File: src/rtl/toy_bus_pkg.sv
// Shared ToyBus definitions: request field widths, default ID width, opcode
// encoding and the two-way round-robin pick used by ToyBus merge nodes.
package toy_bus_pkg;

  localparam int unsigned ADDR_W   = 32;
  localparam int unsigned STRB_W   = 32;
  localparam int unsigned SB_W     = 32;
  localparam int unsigned OPC_W    = 1;
  localparam int unsigned ID_W_DEF = 4;

  typedef enum logic [OPC_W-1:0] {
    OpRead  = 1'b0,
    OpWrite = 1'b1
  } toy_bus_op_e;

  // One-hot grant for two requesters. On contention the index after
  // last_grant wins; a sole requester wins regardless of last_grant.
  function automatic logic [1:0] rr_pick(input logic [1:0] req, input logic last_grant);
    if (req == 2'b11) begin
      return last_grant ? 2'b01 : 2'b10;
    end
    return req;
  endfunction

endpackage

File: src/rtl/toy_bus_rr_arb2.sv
// Two-way round-robin arbiter with a 1-bit last_grant register.
// Ports:
//   clk      - clock, state on rising edge
//   rst_n    - asynchronous active-low reset (last_grant resets to 1)
//   req      - request vector, bit i from requester i
//   advance  - a granted request was accepted this cycle; commit the winner
//   grant    - one-hot grant, combinational from req and last_grant only
module toy_bus_rr_arb2
  import toy_bus_pkg::*;
(
  input  logic       clk,
  input  logic       rst_n,
  input  logic [1:0] req,
  input  logic       advance,
  output logic [1:0] grant
);

  logic last_q, last_d;

  always_comb begin
    grant = rr_pick(req, last_q);
  end

  // last_grant only moves on an accepted request, so a stalled winner keeps
  // its grant until it completes.
  always_comb begin
    last_d = last_q;
    if (advance && (grant != 2'b00)) begin
      last_d = grant[1];
    end
  end

  always_ff @(posedge clk or negedge rst_n) begin
    if (!rst_n) begin
      last_q <= 1'b1;
    end else begin
      last_q <= last_d;
    end
  end

endmodule

File: src/rtl/toy_bus_arb_node_dmem_req.sv
// Merges two ToyBus request streams (in0, in1) into one stream toward dmem
// using round-robin arbitration. Payload fields pass through unmodified.
// Configuration macro: TOY_BUS_ARB_OUT_REG_EN
//   defined   - registered output slice, 1-cycle latency, full throughput
//   undefined - combinational pass-through, 0-cycle latency
// Ports:
//   clk, rst_n           - clock and asynchronous active-low reset
//   in0_* / in1_*        - initiator request channels (vld/rdy + payload)
//   out0_*               - merged request channel toward dmem
module toy_bus_arb_node_dmem_req
  import toy_bus_pkg::*;
#(
  parameter int unsigned DATA_W = 256,
  parameter int unsigned ID_W   = ID_W_DEF
) (
  input  logic              clk,
  input  logic              rst_n,

  input  logic              in0_vld,
  output logic              in0_rdy,
  input  logic [ADDR_W-1:0] in0_addr,
  input  logic [STRB_W-1:0] in0_strb,
  input  logic [DATA_W-1:0] in0_data,
  input  logic [OPC_W-1:0]  in0_opcode,
  input  logic [ID_W-1:0]   in0_src_id,
  input  logic [ID_W-1:0]   in0_tgt_id,
  input  logic [SB_W-1:0]   in0_sideband,

  input  logic              in1_vld,
  output logic              in1_rdy,
  input  logic [ADDR_W-1:0] in1_addr,
  input  logic [STRB_W-1:0] in1_strb,
  input  logic [DATA_W-1:0] in1_data,
  input  logic [OPC_W-1:0]  in1_opcode,
  input  logic [ID_W-1:0]   in1_src_id,
  input  logic [ID_W-1:0]   in1_tgt_id,
  input  logic [SB_W-1:0]   in1_sideband,

  output logic              out0_vld,
  input  logic              out0_rdy,
  output logic [ADDR_W-1:0] out0_addr,
  output logic [STRB_W-1:0] out0_strb,
  output logic [DATA_W-1:0] out0_data,
  output logic [OPC_W-1:0]  out0_opcode,
  output logic [ID_W-1:0]   out0_src_id,
  output logic [ID_W-1:0]   out0_tgt_id,
  output logic [SB_W-1:0]   out0_sideband
);

  localparam int unsigned PlW = ADDR_W + STRB_W + DATA_W + OPC_W + 2 * ID_W + SB_W;

  logic [1:0]     grant;
  logic           slot_rdy;
  logic           in_hs;
  logic [PlW-1:0] pl0, pl1, pl_mux, pl_out;

  toy_bus_rr_arb2 u_arb (
    .clk     (clk),
    .rst_n   (rst_n),
    .req     ({in1_vld, in0_vld}),
    .advance (in_hs),
    .grant   (grant)
  );

  always_comb begin
    pl0 = {in0_addr, in0_strb, in0_data, in0_opcode, in0_src_id, in0_tgt_id, in0_sideband};
    pl1 = {in1_addr, in1_strb, in1_data, in1_opcode, in1_src_id, in1_tgt_id, in1_sideband};
    pl_mux = grant[1] ? pl1 : pl0;
  end

  // rdy is forced low while reset is held so nothing is accepted then.
  always_comb begin
    in0_rdy = rst_n & grant[0] & slot_rdy;
    in1_rdy = rst_n & grant[1] & slot_rdy;
    in_hs   = (in0_vld & in0_rdy) | (in1_vld & in1_rdy);
  end

  assign {out0_addr, out0_strb, out0_data, out0_opcode, out0_src_id, out0_tgt_id,
          out0_sideband} = pl_out;

`ifdef TOY_BUS_ARB_OUT_REG_EN

  logic           out_vld_q, out_vld_d;
  logic [PlW-1:0] pl_q, pl_d;

  // Slot refills in the same cycle it drains, giving one request per cycle.
  always_comb begin
    slot_rdy  = !out_vld_q || out0_rdy;
    out_vld_d = out_vld_q;
    pl_d      = pl_q;
    if (in_hs) begin
      out_vld_d = 1'b1;
      pl_d      = pl_mux;
    end else if (out0_rdy) begin
      out_vld_d = 1'b0;
    end
  end

  always_ff @(posedge clk or negedge rst_n) begin
    if (!rst_n) begin
      out_vld_q <= 1'b0;
      pl_q      <= '0;
    end else begin
      out_vld_q <= out_vld_d;
      pl_q      <= pl_d;
    end
  end

  always_comb begin
    out0_vld = out_vld_q;
    pl_out   = pl_q;
  end

`else

  always_comb begin
    slot_rdy = out0_rdy;
    out0_vld = rst_n & (in0_vld | in1_vld);
    pl_out   = pl_mux;
  end

`endif

endmodule

File: config.mk
export PLATFORM = sky130hd
export DESIGN_NAME = toy_bus_arb_node_dmem_req
export DESIGN_NICKNAME = d
export VERILOG_FILES = /design/src/rtl/toy_bus_pkg.sv /design/src/rtl/toy_bus_rr_arb2.sv /design/src/rtl/toy_bus_arb_node_dmem_req.sv
export SDC_FILE = /design/constraint.sdc
export NUM_CORES = 1
export LEC_CHECK = 0
export CORE_AREA = 2 2 420 422
export DETAILED_ROUTE_END_ITERATION = 8
export DIE_AREA = 0 0 422 424
export PLACE_DENSITY_LB_ADDON = 0.12
export SYNTH_ARGS = -nofsm -noshare
export SYNTH_HDL_FRONTEND = slang
export SYNTH_SLANG_ARGS = --single-unit
File: constraint.sdc
create_clock -name clk -period 3.61 [get_ports clk]
set_input_delay 0.722 -clock clk [delete_from_list [all_inputs] [get_ports clk]]
set_output_delay 0.722 -clock clk [all_outputs]
set_load 0.05 [all_outputs]
==> impl_summary.md, run 1 <==
Status
The flow ran to the end, and the final reports show no timing, DRC or antenna violations.

Timing
The share of the clock period used by the worst path is 97.2%. The actual slew at the worst max-slew pin is 656 ps. The number of hold-slack violations in the final timing report was 0. Setup repair after global routing left no endpoint under its margin. The setup-violating endpoint count in the final report is 0. The shortest period the worst path allows is 3510 ps. Setup total negative slack on the finished layout was measured at 0 ps. The number of max-slew violations in the final report came to 0.

The final setup slack of the worst path is 101 ps. The remaining max-slew budget at the tightest pin is 56.3%. Based on the critical path, the design can be clocked at up to 285 MHz. The worst clock skew is 0 ps.

Setup path
The required time of the critical path is 2890 ps. The slowest cell on the critical path is sky130_fd_sc_hd__clkdlybuf4s50_1. The worst setup path is launched from an input port.

For the worst setup path, the data arrival time is 2790 ps. The launching element of the worst setup path is in1_vld. The critical path goes through clkdlybuf4s50_1 > a21boi_4 > buf_12 > mux2_2 > buf_12.

The maximum cell stage delay along the critical path is 550 ps. The category of the critical setup timing path is input port to primary output. By instance count, the cell type seen most on the critical path is sky130_fd_sc_hd__buf_12. The launch instance of the worst register-to-register path is u_arb.last_q$_DFFE_PN1P_. In this run the worst path has a maximum fanout of 68. STA classifies the critical path endpoint as a primary output.

Job
The number of violations of the max-capacitance limit is 0.

Drt
Before antenna repair, the detailed router went through 4 iterations. After detailed routing, the total wire length is 106,000 um. The detail-routed via count per cell is 2.14. Across all layers, the routed design uses 8,243 vias.

The wire length per cell is 27.5 um. The post-detailed-route DRC marker count is 0. The number of DRC violations after detailed-routing iteration 0 is 294.

The detail route stage leaves a number of antenna-violating nets equal to 0.

Layout
From synthesis to final layout, the design area changed by 277%. The largest registers in the layout are u_arb.last_q x1. The area of all placed cells without fillers is 0.0195 sq mm. The count of non-filler cells in the finished layout is 3,846.

At the end of the flow the core is filled with cells to 11.1%. The count of nets after finishing is 2,221. The flip-flop count of the largest register, all copies and words added is 1. The fraction of layout cells with a size suffix above 1 is 50.9%.

The register with the most flip-flops in the final layout is u_arb.last_q.

Floorplan
Measured along the y axis, the die boundary spans 424 um. The cell row count is 154. After floorplanning, the core was sized to cover 0.175 sq mm. 1,091 I/O pins were placed. From left edge to right edge, the die measures 422 um. The full die area is 0.179 sq mm. The starting utilization of the core area is 2.95%.

GRT
In the global route stage, met3 resource usage came out at 5.92%. For this run, global-route usage on met1 was measured as 10.9%. Global routing consumed, on the met2 layer, 20.8% of the routing resources. The number of antenna violations at the first check in global routing came to 49. The most heavily used metal layer in global routing is met2. Across every metal layer, demand over resource in global routing totals 11.1%.

The leftover overflow at the end of global routing is 0. The largest net degree at the start of global routing is 69. The number of global-route vias before repair is 8,982. The first-pass GRT wire length is 124,000 um.

Placed design
Timing analysis after detailed placement gives a worst setup slack of 84.2 ps. The number of placed instances, taps included, is 3,832. Port buffering added 1,090 buffers. Detailed placement finished with a half-perimeter wire length of 100,000 um.

The congestion estimate from routability-driven global placement came to 0.940. Summing all placed instances gives a cell area of 0.0195 sq mm.

Pwr
The ratio of total power to cell area is 255 mW/mm^2. In this run the static leakage power is 7.44 nW. Across the VDD grid, the largest voltage drop is 0.0962 mV.

Yosys
Counting every net in the synthesized netlist gives 1,136. Summing the areas of all and, or, nand and nor instances in the mapped netlist gives 0.411% of the synthesized area. The post-synthesis instance area is 0.00517 sq mm. The main combinational cell family by area after synthesis is multiplexers. By area the synthesized netlist is led by sky130_fd_sc_hd__mux2_4 52%, sky130_fd_sc_hd__mux2_2 40%, sky130_fd_sc_hd__buf_6 4.1%.

The post-synthesis mux area share is 91.6%. The synthesized flop and latch total is 1. The share of synthesized area occupied by flip-flops and latches is 0.508%. The adder and majority cell fraction of the synthesized area is 0%. For this run, the number of Yosys warnings is 0. Summing the areas of all compound-gate instances in the mapped netlist gives 0.557% of the synthesized area.

In this run the biggest area consumer among cell types represents 52.0% of the synthesized area. After synthesis, the mean cell area works out to 12.6 sq um. The xor/xnor share of the synthesized area is 0%. After technology mapping, the gate count stands at 409. The number of distinct library cell variants in the gate-level netlist after synthesis is 14. The largest area contributor in the netlist is sky130_fd_sc_hd__mux2_4.

Clock network
Post-CTS repair changed the size of 0 cells. Buffers inserted to repair hold after CTS numbered 0. Clock-pin slew was measured on the worst setup and hold paths at 0 ps.

The later pin in the worst-skew pair is clocked with a latency of 0 ps. In this run the post-CTS setup repair buffer count came out at 0.

Worst hold path
The start point of the worst min-delay path is u_arb.last_q$_DFFE_PN1P_. The min-delay analysis places its worst path in the category register to register.
[power breakdown]
group	internal (mW)	switching, mW
clock	0.000000536	0
sequential	0.0162	0.00341
combinational	2.18	2.77
total	2.20	2.77
[through the flow]
stage	total power, mW	hold WS [ps]
final	4.97	588
after floorplan	2.57	567
after CTS	5.09	590
after global placement	5.09	585
after detailed placement	5.07	592
after global routing	5.18	609
[Yosys cell counts]
| cell | n |
|---|---|
| sky130_fd_sc_hd__mux2_4 | 179 |
| sky130_fd_sc_hd__buf_6 | 19 |
| sky130_fd_sc_hd__dfstp_2 | 1 |
| sky130_fd_sc_hd__o21a_1 | 1 |
| sky130_fd_sc_hd__a21boi_2 | 1 |
| sky130_fd_sc_hd__nor2b_1 | 1 |
| sky130_fd_sc_hd__buf_8 | 1 |
| sky130_fd_sc_hd__a32o_1 | 1 |
| sky130_fd_sc_hd__mux2_2 | 182 |
| sky130_fd_sc_hd__and3_1 | 1 |
| sky130_fd_sc_hd__buf_2 | 9 |
| sky130_fd_sc_hd__nand3_1 | 1 |
| sky130_fd_sc_hd__buf_4 | 11 |
| sky130_fd_sc_hd__nor2_1 | 1 |
[final timing paths]
path	slack (ps)	endpoint	cells after the start
min	590	u_arb.last_q$_DFFE_PN1P_	1
max	100	out0_sideband[23]	5
max in group asynchronous	2370	u_arb.last_q$_DFFE_PN1P_	2
max reg2reg	2680	u_arb.last_q$_DFFE_PN1P_	2
min reg2reg	590	u_arb.last_q$_DFFE_PN1P_	1
min in group asynchronous	1220	u_arb.last_q$_DFFE_PN1P_	2
[worst max-delay path: cells and delay by family]
family                 cells  cell delay [ps]
buffers and inverters      3             1070
AO/OA/AOI/OAI              1              290
multiplexers               1              510
[metal layers]
layer / wire, um / share of wire, %
met1: 35100 / 33
met2: 56800 / 54
met3: 13000 / 12
met4: 729 / 0.69
met5: 61 / 0.058
[final cells by class]
class / instances / area (sq um)
fill: 20200 / 155000
timing repair buffer: 1123 / 11700
antenna: 14 / 35.0
multi-input combinational: 368 / 4790
tap: 2340 / 2930
sequential: 1 / 26.3
[cells by family after synthesis]
logic type             Yosys count
multiplexers                   361
buffers and inverters           40
AND/OR/NAND/NOR                  4
AO/OA/AOI/OAI                    3
flip-flops                       1
[placed cells by master, fill, tap and decap left out]
cell type,instances
sky130_fd_sc_hd__mux2_4,179
sky130_fd_sc_hd__dfstp_2,1
sky130_fd_sc_hd__buf_4,280
sky130_fd_sc_hd__nand3_1,1
sky130_fd_sc_hd__buf_12,117
sky130_fd_sc_hd__clkdlybuf4s50_1,726
sky130_fd_sc_hd__mux2_2,182
sky130_fd_sc_hd__and3_1,1
sky130_fd_sc_hd__o21a_1,1
sky130_fd_sc_hd__a21boi_4,1
sky130_fd_sc_hd__nor2b_1,1
sky130_fd_sc_hd__diode_2,14
sky130_fd_sc_hd__nor2_1,1
sky130_fd_sc_hd__a32o_1,1
No activity file was read; power rests on OpenSTA's default activity.
==> run 2: changes to the inputs <==
--- a/config.mk
+++ b/config.mk
@@ -5,9 +5,10 @@
 export SDC_FILE = /design/constraint.sdc
 export NUM_CORES = 1
 export LEC_CHECK = 0
-export CORE_AREA = 2 2 420 422
+export CORE_AREA = 2 2 428 430
+export CTS_BUF_LIST = sky130_fd_sc_hd__clkbuf_16
 export DETAILED_ROUTE_END_ITERATION = 8
-export DIE_AREA = 0 0 422 424
+export DIE_AREA = 0 0 430 432
 export PLACE_DENSITY_LB_ADDON = 0.12
 export SYNTH_ARGS = -nofsm -noshare
 export SYNTH_HDL_FRONTEND = slang
==> constraint.sdc (replaced) <==
create_clock -name clk -period 3.5 [get_ports clk]
set_input_delay 0.7 -clock clk [delete_from_list [all_inputs] [get_ports clk]]
set_output_delay 0.7 -clock clk [all_outputs]
set_load 0.05 [all_outputs]
==> run 2 against run 1 <==
Via count grew 4.0%. Critical endpoint is now out0_sideband[6]. Global-route usage grew 1.6 points. Utilization shrank 0.073 points. Combinational power grew 9.5%. Worst setup slack gained 61 ps. Die area grew 3.8%. Cell count grew 0.94%. Flip-flop and latch count is the same. Cell area grew 3.2%.
==> impl_summary.md, run 2 (synthesis results as in run 1) <==
Clock network
The number of hold buffers added after CTS is 0 (unchanged). The insertion delay to the later sink of the worst-skew pair is 0 ps (unchanged). The CTS clock-pin slew for the worst setup and hold paths is 10 ps (about the same).

GRT
The number of global-route vias before repair is 9,434 (+5.0%). The number of antenna violations at the first check in global routing is 91 (+86%). The leftover overflow at the end of global routing was 0 (unchanged). The largest net degree at the start of global routing was 46 (-33%). The overall global routing resource usage came to 12.7% (+1.6 points).

The first-pass GRT wire length is 145,000 um (+16%).

Setup path
The required time of the critical path is 2800 ps (-90 ps). STA classifies the critical path startpoint as an input port. The slowest cell on the critical path is sky130_fd_sc_hd__mux2_2. The largest fanout of any net on the critical path is 29 (-57%).

By instance count, the cell type seen most on the critical path is sky130_fd_sc_hd__buf_12. The signal on the critical path passes through dlygate4sd2_1 > a21boi_4 > buf_12 > buf_16 > mux2_2 > buf_12. The maximum cell stage delay along the critical path was 440 ps (-110 ps). The endpoint class of the critical path is a primary output. The arrival time reported for the critical path endpoint was 2640 ps (-150 ps).

The critical path is of the input port to primary output type.

Layout
The fraction of layout cells with a size suffix above 1 is 50.6% (-0.30 points). The count of fill cells added during filler insertion was 20,700 (+2.5%). The count of nets after finishing is 2,212 (-0.41%).

The fraction of the core area covered by cells at the end of the flow was 11.1% (-0.073 points). The area of all sequential standard cells is 26.3 sq um (unchanged). The area added between synthesis and finish is 289%.

Leaving out fill and tap cells, the most frequent cell in the layout is sky130_fd_sc_hd__clkdlybuf4s50_1. The flip-flop count of the largest register, all copies and words added is 1 (unchanged). In the final layout, the registers with the most flip-flops are u_arb.last_q x1. Counting flops per register, the top entry is u_arb.last_q. The area taken by multi-input logic gates came to 0.00479 sq mm (unchanged). The top cell types in the final layout, fill and taps aside, are 724 x sky130_fd_sc_hd__clkdlybuf4s50_1, 222 x sky130_fd_sc_hd__buf_4, 182 x sky130_fd_sc_hd__mux2_2, 179 x sky130_fd_sc_hd__mux2_4, 164 x sky130_fd_sc_hd__buf_12.

Pwr
The worst supply voltage drop on vdd is 0.0815 mV (-15%). The leakage power figure is 7.63 nW (+2.6%). The ratio of total power to cell area is 271 mW/mm^2 (+6.2%).

Timing
The setup-violating endpoint count in the final report came to 0 (unchanged). The final sum of negative setup slack is 0 ps (unchanged). The number of max-slew violations in the final report is 0 (unchanged). The shortest period the worst path allows is 3340 ps. Setup repair after global routing left no endpoint under its margin. For this run, the top clock speed supported by timing is 300 MHz. The worst clock skew is 0 ps (unchanged). The share of the clock period used by the worst path is 95.4%. The number of hold-slack violations in the final timing report came to 0 (unchanged). The actual slew at the worst max-slew pin is 560 ps (-96.1 ps). The remaining max-slew budget at the tightest pin is 62.6% (+6.3 points).

Status
The flow ran to the end, and the final reports show no timing, DRC or antenna violations.

Drt
The iteration count of the initial detailed-routing pass is 5 (+1). The detail-routed via count per cell is 2.21 (+3.1%). The number of DRC violations after detailed-routing iteration 0 was 302 (+2.7%). The routed via count is 8,576 (+4.0%). The remaining antenna violation count came to 0 (unchanged). The wire length per cell is 32.0 um (+17%).

The sum of routed wire length over all layers came to 124,000 um (+18%). The post-detailed-route DRC marker count came to 0 (unchanged).

Floorplan
The number of top-level pins came to 1,091 (unchanged). The cell row count is 157 (+1.9%). The starting utilization of the core area is 2.85% (-0.11 points). The full die area is 0.186 sq mm (+3.8%). The width of the chip is 430 um (+1.9%).

The core outline area is 0.182 sq mm (+3.9%). The height of the die is 432 um (+1.9%).

Worst hold path
The path class of the tightest hold or removal check is register to register.

Job
The number of violations of the max-capacitance limit was 0 (unchanged).

Placed design
The HPWL reported at the end of detailed placement is 118,000 um (+18%). The routability congestion estimate came to 0.923 (-1.8%). The count of port buffers added during placement is 1,090 (unchanged).
[run 2: changes by cell type in the layout (fill, tap and decap cells not counted), sizes merged]
cell | previous run | this run
bufbuf | 0 | 1
clkdlybuf4s50 | 726 | 724
buf | 397 | 387
dlygate4sd2 | 0 | 2
[run 2: worst paths after layout]
kind	startpoint	end	slack (ps)	cells past startpoint
max	in1_vld	out0_sideband[6]	160	6
min	u_arb.last_q$_DFFE_PN1P_	u_arb.last_q$_DFFE_PN1P_	590	1
max reg2reg	u_arb.last_q$_DFFE_PN1P_	u_arb.last_q$_DFFE_PN1P_	2560	2
min reg2reg	u_arb.last_q$_DFFE_PN1P_	u_arb.last_q$_DFFE_PN1P_	590	1
max in group asynchronous	rst_n	u_arb.last_q$_DFFE_PN1P_	2210	1
min in group asynchronous	rst_n	u_arb.last_q$_DFFE_PN1P_	1270	1
[run 2: cell type report]
class / count / area share (%)
Timing Repair Buffer: 1114 / 61.0
Multi-Input combinational cell: 368 / 23.8
Sequential cell: 1 / 0.131
Tap cell: 2385 / 14.8
Antenna cell: 14 / 0.174
[run 2: through the flow]
stage	area, sq um	hold WS [ps]	cells	setup WS, ps	power, mW
2_1_floorplan	5170	552	409	1010	2.65
3_3_place_gp	20000	598	3866	-305	5.59
3_5_place_dp	20000	592	3866	-300	5.57
4_1_cts	20100	592	3868	59.2	5.61
5_1_grt	20100	603	3870	51.6	5.68
6_report	20100	591	3882	162	5.44
[run 2: worst max-delay path, delay by kind of cell]
kind | cells | cell delay [ps]
buffers and inverters | 4 | 1070
AOI/OAI and AO/OA | 1 | 320
muxes | 1 | 440
[run 2: report_power, final]
group | internal [mW] | switching, mW
registers | 0.0168 | 0.00364
logic | 2.39 | 3.03
clock network | 0.000000449 | 0
[run 2: timing repair]
item                                    4_1_cts  5_1_grt
endpoints found under the setup margin      296        0
gates resized for setup                       3        0
setup buffers                                 1        0
[run 2: per-layer routing]
layer / global-route usage [%] / share of wire, % / up-vias
li1: - / - / 3727
met1: 13.5 / 36 / 4086
met2: 24.3 / 53 / 633
met3: 5.29 / 10 / 116
met4: 0.341 / 0.71 / 14
met5: 0 / 0.068 / -
==> run 3: changes to the inputs <==
--- a/config.mk
+++ b/config.mk
@@ -5,11 +5,12 @@
 export SDC_FILE = /design/constraint.sdc
 export NUM_CORES = 1
 export LEC_CHECK = 0
-export CORE_AREA = 2 2 428 430
+export CORE_AREA = 2 2 430 432
 export CTS_BUF_LIST = sky130_fd_sc_hd__clkbuf_16
 export DETAILED_ROUTE_END_ITERATION = 8
-export DIE_AREA = 0 0 430 432
+export DIE_AREA = 0 0 432 434
 export PLACE_DENSITY_LB_ADDON = 0.12
 export SYNTH_ARGS = -nofsm -noshare
 export SYNTH_HDL_FRONTEND = slang
+export SYNTH_HIERARCHICAL = 1
 export SYNTH_SLANG_ARGS = --single-unit
==> run 3 against run 2 <==
Flip-flop and latch count stayed put. Largest power group unchanged. Clock skew unchanged. Critical path depth increased by 1. Utilization down 0.24 points.
==> impl_summary.md, run 3 <==
GRT
The overall global routing resource usage came to 14.0% (+1.4 points). The largest net degree at the start of global routing is 67 (+46%). The number of global-route vias before repair is 9,367 (-0.71%). The first-pass GRT wire length is 158,000 um (+9.4%). The leftover overflow at the end of global routing is 0 (unchanged). The number of antenna violations at the first check in global routing is 139 (+53%).

Layout
The top register by number of flip-flops is u_arb/last_q. The count of nets after finishing was 2,215 (+0.14%). The largest registers in the layout are u_arb/last_q x1. The flip-flop count of the largest register, all copies and words added was 1 (unchanged). In the layout the commonest cells are 726 x sky130_fd_sc_hd__clkdlybuf4s50_1, 293 x sky130_fd_sc_hd__mux2_2, 218 x sky130_fd_sc_hd__buf_4, 169 x sky130_fd_sc_hd__buf_12, 68 x sky130_fd_sc_hd__mux2_4. The fraction of layout cells with a size suffix above 1 is 50.5% (-0.17 points). The library cell used most frequently in the layout, excluding fill and tap cells, is sky130_fd_sc_hd__clkdlybuf4s50_1. The area added between synthesis and finish is 324%.

Clock network
The number of hold buffers added after CTS is 0 (unchanged). The post-CTS repair timing setup buffer count is 0 (-1). The CTS clock-pin slew for the worst setup and hold paths was 0 ps (about the same).

The insertion delay to the later sink of the worst-skew pair is 0 ps (unchanged). The count of instances resized after the clock tree is built was 0 (-3).

Yosys
The post-synthesis instance area is 0.00466 sq mm (-9.8%). The total nets after synthesis is 1,140 (+0.35%). The number of warning messages in the yosys log is 6 (+6). In the post-synthesis netlist, the biggest area contributors are sky130_fd_sc_hd__mux2_2 71%, sky130_fd_sc_hd__mux2_4 22%, sky130_fd_sc_hd__buf_2 3.4%. The synthesized instance count was 413 (+0.98%). The count of flip-flops with a built-in enable after synthesis was 0 (unchanged). The fraction of synthesized cell area taken by the top area cell type came to 70.8% (+19 points). The share of synthesized area occupied by flip-flops and latches is 0.564% (+0.055 points). The share of flip-flops with an asynchronous set or reset after synthesis is 100% (unchanged).

The largest area contributor in the netlist is sky130_fd_sc_hd__mux2_2. The number of distinct library cell variants in the gate-level netlist after synthesis is 15 (+1). Counting instances in the post-synthesis netlist gives the leading cell types as 293 x sky130_fd_sc_hd__mux2_2, 68 x sky130_fd_sc_hd__mux2_4, 32 x sky130_fd_sc_hd__buf_2.

The synthesized flop and latch total is 1 (unchanged). The top flip-flop cell by instance count after synthesis is sky130_fd_sc_hd__dfstp_2. The average footprint of a synthesized cell is 11.3 sq um (-11%).

sky130_fd_sc_hd__mux2_2 is the most common cell in the netlist.

Floorplan
The number of top-level pins is 1,091 (unchanged). The height of the die came to 434 um (+0.46%). The starting utilization of the core area is 2.55% (-0.29 points). The cell row count was 157 (unchanged). The core outline area is 0.182 sq mm (+0.43%). The full die area is 0.187 sq mm (+0.93%). The width of the chip came to 432 um (+0.47%).

Worst hold path
The type of the tightest min-delay check is register to register.

Timing
The remaining max-slew budget at the tightest pin is 66.0% (+3.4 points). Setup repair after global routing left no endpoint under its margin. The worst clock skew is 0 ps (unchanged). The number of max-slew violations in the final report came to 0 (unchanged).

The final setup slack of the worst path came to 69.7 ps (-92.6 ps). The minimum hold slack came to 556 ps (-35.5 ps). The setup-violating endpoint count in the final report is 0 (unchanged). The final sum of negative setup slack is 0 ps (unchanged).

The number of hold-slack violations in the final timing report is 0 (unchanged). The actual slew at the worst max-slew pin is 509 ps (-51.2 ps). The share of the clock period used by the worst path is 98.0% (+2.6 points).

The shortest period the worst path allows is 3430 ps (+92.6 ps). The maximum achievable frequency came to 292 MHz (-2.7%).

Drt
The sum of routed wire length over all layers is 139,000 um (+12%). The remaining antenna violation count is 0 (unchanged). The number of DRC violations after detailed-routing iteration 0 is 270 (-11%). The routed length on met1 is 47,700 um (+7.7%).

The iteration count of the initial detailed-routing pass is 4 (-1). The met3 wire length came to 11,600 um (-8.2%). The wire length per cell is 35.7 um (+12%). The wire length on met2 is 78,000 um (+18%).

The post-detailed-route DRC marker count is 0 (unchanged). The routed via count is 8,785 (+2.4%). The top metal layer carrying routed signals is met5. The detail-routed via count per cell came to 2.25 (+2.0%).

Pwr
The leakage power figure is 7.17 nW (-6.1%). The overall power consumption is 6.28 mW (+15%). The worst supply voltage drop on vdd is 0.107 mV (+31%).

The ratio of total power to cell area came to 318 mW/mm^2 (+17%).

Setup path
The worst setup path is captured at a primary output. The required time of the critical path is 2800 ps (about the same). The critical path is of the input port to primary output type. The startpoint type of the worst setup path is an input port. The arrival time reported for the critical path endpoint is 2730 ps (+90 ps). The largest fanout of any net on the critical path came to 25 (-14%).

Placed design
The routability congestion estimate was 0.971 (+5.2%). The count of port buffers added during placement is 1,090 (unchanged). The HPWL reported at the end of detailed placement came to 134,000 um (+13%). The worst slack at placement is 28.3 ps (+329 ps).

Status
The flow ran to the end, and the final reports show no timing, DRC or antenna violations.

Job
The number of violations of the max-capacitance limit came to 0 (unchanged).
-- run 3: changes by cell type in the layout (fill, tap and decap cells not counted), moves of 2 or more --
cell,change
sky130_fd_sc_hd__mux2_2,+111
sky130_fd_sc_hd__mux2_4,-111
sky130_fd_sc_hd__diode_2,+13
sky130_fd_sc_hd__buf_12,+5
sky130_fd_sc_hd__buf_4,-4
sky130_fd_sc_hd__clkdlybuf4s50_1,+2
sky130_fd_sc_hd__dlygate4sd2_1,-2
-- run 3: metal layers --
layer	track usage, %	vias up
li1	-	3761
met1	14.6	4132
met2	28.4	646
met3	4.43	210
met4	0.441	36
met5	0	-
-- run 3: report_power, final --
part            total [mW]  switching, mW  leakage [nW]  internal (mW)
registers           0.0301        0.00899        0.0105         0.0212
logic                 6.25           3.61          7.16           2.63
clock network  0.000000863              0      0.000171    0.000000863
-- run 3: area by class of cell --
class | count | area (sq um)
fill | 20900 | 163000
sequential | 1 | 26.3
multi-input combinational | 371 | 4390
timing repair buffer | 1113 | 12300
antenna | 27 | 67.6
inverter | 1 | 3.75
tap | 2385 | 2980
-- run 3: worst max-delay path, cell delays in order --
cell                              delay [ps]
sky130_fd_sc_hd__clkdlybuf4s50_1         490
sky130_fd_sc_hd__a21boi_4                220
sky130_fd_sc_hd__buf_12                  180
sky130_fd_sc_hd__buf_4                   180
sky130_fd_sc_hd__buf_12                  200
sky130_fd_sc_hd__mux2_2                  490
sky130_fd_sc_hd__buf_12                  200
-- run 3: kinds of logic (layout without fill, tap and decap cells) --
logic type	Yosys count	count (layout)	share of synthesized area, %
AOI/OAI and AO/OA	6	6	0.886
buffers and inverters	41	1114	5.45
DFF	1	1	0.564
muxes	361	361	92.7
other	0	27	0
and+or+nand+nor	4	4	0.429
-- run 3: path summary, 6_finish.rpt --
check                      cells after the start                     start  slack [ps]                  endpoint
setup / recovery                               7                   in1_vld          70            out0_data[246]
min in group asynchronous                      1                     rst_n        1140  u_arb/last_q$_DFFE_PN1P_
hold reg to reg                                2  u_arb/last_q$_DFFE_PN1P_         560  u_arb/last_q$_DFFE_PN1P_
max in group asynchronous                      1                     rst_n        2340  u_arb/last_q$_DFFE_PN1P_
hold / removal                                 2  u_arb/last_q$_DFFE_PN1P_         560  u_arb/last_q$_DFFE_PN1P_
setup reg to reg                               7  u_arb/last_q$_DFFE_PN1P_        1820  u_arb/last_q$_DFFE_PN1P_
-- run 3: per-stage QoR --
step	instance area, sq um	util (%)	instances
after CTS	19700	10.8	3872
after detailed placement	19700	10.8	3872
after global placement	19700	10.8	3872
after global routing	19700	10.8	3872
after floorplan	4660	-	413
final	19800	10.8	3898
